[src/rtl/pipeline_interlock.sv]
// Stall/flush/freeze controller for hazards forwarding cannot hide: load-use, taken branches, slow data memory.
// Optional macro PIPELINE_INTERLOCK_PERF_EN adds saturating event counters.
//   state       | meaning
//   ST_RUN      | normal issue; load-use stall or branch flush decided here
//   ST_MEM_WAIT | pipeline frozen on an outstanding data-memory access
//   ST_FLUSH    | remaining wrong-path bubble cycles after a taken branch
module pipeline_interlock #(
    parameter int REG_W        = 3,
    parameter int FLUSH_CYCLES = 1,
    parameter int MEM_TIMEOUT  = 255
) (
    input  logic             clk,
    input  logic             reset,
    input  logic [REG_W-1:0] Rm_id,
    input  logic [REG_W-1:0] Rn_id,
    input  logic             uses_rm_id,
    input  logic             uses_rn_id,
    input  logic [REG_W-1:0] Rd_ex,
    input  logic             write_reg_ex,
    input  logic             mem_read_ex,
    input  logic             branch_taken_ex,
    input  logic             mem_req_mem,
    input  logic             mem_ready_mem,
    output logic             stall_pc,
    output logic             stall_ifid,
    output logic             bubble_ex,
    output logic             flush_ifid,
    output logic             freeze_all,
    output logic             mem_timeout
`ifdef PIPELINE_INTERLOCK_PERF_EN
   ,output logic [15:0]      load_use_cnt,
    output logic [15:0]      mem_stall_cnt,
    output logic [15:0]      flush_cnt_total
`endif
);

    typedef enum logic [1:0] {
        ST_RUN      = 2'd0,
        ST_MEM_WAIT = 2'd1,
        ST_FLUSH    = 2'd2
    } state_t;

    localparam logic [7:0] TIMEOUT_LIM = 8'(MEM_TIMEOUT);
    localparam logic [2:0] FLUSH_INIT  = 3'(FLUSH_CYCLES - 1);

    state_t     state_q, state_d;
    logic [7:0] wait_cnt_q, wait_cnt_d;
    logic [2:0] flush_cnt_q, flush_cnt_d;
    logic       resume_q, resume_d;
    logic       timeout_q, timeout_d;

    logic load_use;
    logic mem_stall;
    logic stall_c, bubble_c, flush_c, freeze_c, timeout_fire;

    assign load_use  = mem_read_ex & write_reg_ex &
                       ((uses_rm_id & (Rd_ex == Rm_id)) | (uses_rn_id & (Rd_ex == Rn_id)));
    assign mem_stall = mem_req_mem & ~mem_ready_mem;

    always_ff @(posedge clk or negedge reset) begin
        if (!reset) begin
            state_q     <= ST_RUN;
            wait_cnt_q  <= 8'd0;
            flush_cnt_q <= 3'd0;
            resume_q    <= 1'b0;
            timeout_q   <= 1'b0;
        end else begin
            state_q     <= state_d;
            wait_cnt_q  <= wait_cnt_d;
            flush_cnt_q <= flush_cnt_d;
            resume_q    <= resume_d;
            timeout_q   <= timeout_d;
        end
    end

    always_comb begin
        state_d      = state_q;
        wait_cnt_d   = wait_cnt_q;
        flush_cnt_d  = flush_cnt_q;
        resume_d     = resume_q;
        timeout_d    = timeout_q;
        stall_c      = 1'b0;
        bubble_c     = 1'b0;
        flush_c      = 1'b0;
        freeze_c     = 1'b0;
        timeout_fire = 1'b0;

        case (state_q)
            ST_RUN: begin
                if (mem_stall) begin
                    freeze_c   = 1'b1;
                    state_d    = ST_MEM_WAIT;
                    wait_cnt_d = 8'd1;
                    resume_d   = 1'b0;
                end else if (branch_taken_ex) begin
                    flush_c  = 1'b1;
                    bubble_c = 1'b1;
                    if (FLUSH_CYCLES > 1) begin
                        state_d     = ST_FLUSH;
                        flush_cnt_d = FLUSH_INIT;
                    end
                end else if (load_use) begin
                    stall_c  = 1'b1;
                    bubble_c = 1'b1;
                end
            end

            ST_MEM_WAIT: begin
                if (mem_ready_mem) begin
                    wait_cnt_d = 8'd0;
                    if (resume_q) begin
                        // Held IF/ID still carries a wrong-path instruction: this cycle is a flush cycle.
                        resume_d    = 1'b0;
                        flush_c     = 1'b1;
                        bubble_c    = 1'b1;
                        flush_cnt_d = flush_cnt_q - 3'd1;
                        state_d     = (flush_cnt_q <= 3'd1) ? ST_RUN : ST_FLUSH;
                    end else begin
                        state_d = ST_RUN;
                        if (branch_taken_ex) begin
                            flush_c  = 1'b1;
                            bubble_c = 1'b1;
                            if (FLUSH_CYCLES > 1) begin
                                state_d     = ST_FLUSH;
                                flush_cnt_d = FLUSH_INIT;
                            end
                        end else if (load_use) begin
                            stall_c  = 1'b1;
                            bubble_c = 1'b1;
                        end
                    end
                end else if (wait_cnt_q >= TIMEOUT_LIM) begin
                    timeout_fire = 1'b1;
                    timeout_d    = 1'b1;
                    bubble_c     = 1'b1;
                    resume_d     = 1'b0;
                    wait_cnt_d   = 8'd0;
                    state_d      = ST_RUN;
                end else begin
                    freeze_c   = 1'b1;
                    wait_cnt_d = wait_cnt_q + 8'd1;
                end
            end

            ST_FLUSH: begin
                if (mem_stall) begin
                    freeze_c   = 1'b1;
                    resume_d   = 1'b1;
                    wait_cnt_d = 8'd1;
                    state_d    = ST_MEM_WAIT;
                end else begin
                    flush_c     = 1'b1;
                    bubble_c    = 1'b1;
                    flush_cnt_d = flush_cnt_q - 3'd1;
                    if (flush_cnt_q <= 3'd1) begin
                        state_d = ST_RUN;
                    end
                end
            end

            default: begin
                state_d = ST_RUN;
            end
        endcase
    end

    // Reset holds the pipeline NOPed; freeze overrides every other control.
    assign freeze_all  = reset & freeze_c;
    assign stall_pc    = reset & ~freeze_c & stall_c;
    assign stall_ifid  = reset & ~freeze_c & stall_c;
    assign bubble_ex   = ~reset | (~freeze_c & bubble_c);
    assign flush_ifid  = ~reset | (~freeze_c & flush_c);
    assign mem_timeout = reset & (timeout_q | timeout_fire);

`ifdef PIPELINE_INTERLOCK_PERF_EN
    logic [15:0] load_use_cnt_q, mem_stall_cnt_q, flush_cnt_total_q;

    always_ff @(posedge clk or negedge reset) begin
        if (!reset) begin
            load_use_cnt_q    <= 16'd0;
            mem_stall_cnt_q   <= 16'd0;
            flush_cnt_total_q <= 16'd0;
        end else begin
            if (stall_pc && (load_use_cnt_q != 16'hFFFF)) begin
                load_use_cnt_q <= load_use_cnt_q + 16'd1;
            end
            if (freeze_all && (mem_stall_cnt_q != 16'hFFFF)) begin
                mem_stall_cnt_q <= mem_stall_cnt_q + 16'd1;
            end
            if (flush_ifid && (flush_cnt_total_q != 16'hFFFF)) begin
                flush_cnt_total_q <= flush_cnt_total_q + 16'd1;
            end
        end
    end

    assign load_use_cnt    = load_use_cnt_q;
    assign mem_stall_cnt   = mem_stall_cnt_q;
    assign flush_cnt_total = flush_cnt_total_q;
`endif

endmodule

[config.mk]
export PLATFORM = sky130hd
export DESIGN_NAME = pipeline_interlock
export DESIGN_NICKNAME = d
export VERILOG_FILES = /design/src/rtl/pipeline_interlock.sv
export SDC_FILE = /design/constraint.sdc
export NUM_CORES = 1
export LEC_CHECK = 0
export ABC_AREA = 1
export BUFFER_PORTS_ARGS = -buffer_cell sky130_fd_sc_hd__buf_4
export CAP_MARGIN = 30
export CELL_PAD_IN_SITES_DETAIL_PLACEMENT = 1
export CELL_PAD_IN_SITES_GLOBAL_PLACEMENT = 2
export CORE_ASPECT_RATIO = 0.9
export CORE_UTILIZATION = 31
export DETAILED_ROUTE_END_ITERATION = 10
export PLACE_DENSITY = 0.9
export SLEW_MARGIN = 30
export SYNTH_ARGS = -nofsm -noshare
export SYNTH_HDL_FRONTEND = slang
export SYNTH_SLANG_ARGS = --single-unit
export TNS_END_PERCENT = 20
[constraint.sdc]
create_clock -name clk -period 1.8 [get_ports clk]
set_input_delay 0.18 -clock clk [delete_from_list [all_inputs] [get_ports clk]]
set_output_delay 0.18 -clock clk [all_outputs]
set_load 0.005 [all_outputs]
==> flow_summary.toml <==
[setup_path]
worst-endpoint-arrival_ps = 1570
worstPathRequired_ps = 1620
r2r_slack_ps = 450
cp-end-kind = "output port"
crit_start = "wait_cnt_q[1]"
crit_chain = "ha_2 > nand2_2 > nor2_4 > nand2_4 > nor2_4 > inv_2 > a21oi_2 > buf_4"
crit_fanout = 4
r2r-end = "wait_cnt_q[6]"
worst_r2r_path_depth = 8
criticalPathCategory = "register to output port"
critPathCapture = "mem_timeout"
slowest_delay_ps = 400
slowest_stage = "dfrtp_1"
crit_top_cell = "nor2_4"
rr_startpoint = "wait_cnt_q[1]"
cp-start-kind = "register"

[sta]
rsz0062_at_grt = "yes"
fin_crit_ps = 1750
fmax_mhz = 572
finClkSkew_ps = 5.17
slew_viol_final = 0
hold_viol_final = 0
setup_violations = 0
worstMarginPinSlew_ps = 261
fin_tns_setup_ps = 0
layout_worst_path_cycle_share_pct = 97.1
fin_hold_ws_ps = 293
relSlewSlack_pct = 82.5

[floorplanning]
rows = 20
dieArea_mm2 = 0.00379
die_w_um = 64.8
die_h_um = 58.5
core-area_mm2 = 0.00338
initial_core_util_pct = 32.6
ios = 24

[yosys]
yosysWarnings = 0
syn_nets = 177
ys_ff_latch = 15
syn_area_mm2 = 0.00110
yosysUniqueCellTypes = 26
async_flop_share_pct = 100
synth_edf_count = 0
synth-main-ff-cell = "dfrtp_1"
syn_inst = 156
syn_avg_cell_area_um2 = 7.05
ys_seq_area_share_pct = 34.1

[routing]
final_antenna_net_count = 0
drc = 0
wl_per_cell_um = 12.2
vias = 1070
dr.pass1.iters = 4
drt_iter0_markers = 7
via_per_inst = 4.67
routed_wirelength_um = 2790

[final_layout]
final_cell_mix = "nand2_1 (39), buf_4 (25), inv_1 (24)"
layout_commonest_cell = "nand2_1"
area_growth_pct = 27.9
antennaDiodeCount = 0
layout.nets = 207
layout-drive-gt1-share_pct = 29.2

[power]
p_leak_nw = 0.758
total_power_mw = 0.840
ir_drop_mv = 0.431
p_per_area_mw_per_mm2 = 597

[cts]
cts.sinks = 15
cts_tree = "built"
numCtsBuffers = 3
cts_buffer_depth = 2
clk_pin_slew_ps = 70
h-tree-depth = 1
clk_latency_ps = 250
root_buffer = "clkbuf_8"

[outcome]
outcome = "complete, no violations"

[min_path]
worstHoldPathType = "primary input to register"
min_path_cells = 5

[placed_design]
io_buffers = 23
hpwl_um = 2310
globalplace.congestion = 0.777

[global_route]
grt_pass1_vias = 1137
track_usage_pct = 16.0
grt_max_degree = 18
grt_pass1_wl_um = 4770
antenna_found_initial = 0
grt-ovfl-total = 0

[job]
drv_cap = 0
[where the power goes]
group	switching [mW]	internal [mW]	total (mW)
Sequential	0.0128	0.350	0.363
Clock	0.121	0.153	0.274
Combinational	0.113	0.0897	0.203
[logic make-up (layout without fill, tap and decap cells)]
kind of cell             Yosys count  count (layout)  share of synthesized area (%)
AO/OA/AOI/OAI                     18              18                           9.22
AND/OR/NAND/NOR                   84              84                           38.8
XOR/XNOR                           4               4                           3.19
adder cells (fa/ha/maj)            3               3                           3.41
flip-flops                        15              15                           34.1
buffers and inverters             32              61                           11.3
[worst max-delay path, delay by kind of cell, from the launching register on]
kind,cells,cell delay [ps]
adders and majority gates,1,220
AOI/OAI and AO/OA,1,120
DFF,1,400
and+or+nand+nor,4,420
buffers and inverters,2,170
[flip-flops by register name, indices dropped and copies added, names as in the netlist]
signal and cells:
wait_cnt_q 8, flush_cnt_q 3, state_q 2, resume_q 1, timeout_q 1
[through the flow]
step,area [µm²],worst slack [ps],cells,utilization [%]
2_1_floorplan,1100,513,156,-
3_3_place_gp,1330,347,223,39.3
3_5_place_dp,1330,282,223,39.3
4_1_cts,1390,19.8,229,41.2
5_1_grt,1410,-28.2,229,41.6
6_report,1410,51.4,229,41.6
[worst min-delay path by stage]
stage | end | startpoint
3_3_place_gp | wait_cnt_q[7] | reset
6_report | resume_q | mem_req_mem
4_1_cts | resume_q | mem_req_mem
3_5_place_dp | wait_cnt_q[7] | reset
5_1_grt | resume_q | mem_req_mem
2_1_floorplan | flush_cnt_q[0] | reset
[cell type report]
cell class / instances / area [µm²]
clock inverters: 1 / 5.00
multi-input cells: 109 / 616
well taps: 44 / 55.1
inverters: 31 / 116
repair buffers: 26 / 198
flip-flops and latches: 15 / 375
fillers: 449 / 1970
clock buffers: 3 / 41.3
[Yosys cell counts (3+ instances only)]
cell	instances	area (µm²)
nand2_1	40	150
inv_1	24	90.1
dfrtp_1	15	375
nor2_1	13	48.8
nand3_1	11	55.1
inv_2	7	26.3
nand2_2	6	37.5
o21ai_1	6	30.0
a21oi_1	5	25.0
ha_1	3	37.5
nand2_4	3	33.8
[repair_timing]
item / 4_1_cts / 5_1_grt
setup endpoints to repair: 1 / 2
hold buffers: 1 / 0
gates resized for setup: 0 / 4
setup buffers: 1 / 0
hold endpoints to repair: 15 / 0
cloned: 0 / 0
[per-layer routing]
metal	part of all wire [%]	track usage [%]	vias up
met5	0	0	-
met4	0.83	4.76	0
met3	1.9	1.16	2
met2	53	31.3	9
met1	44	18.6	518
li1	-	-	541
Note: power is estimated with default switching activity, not from simulation.
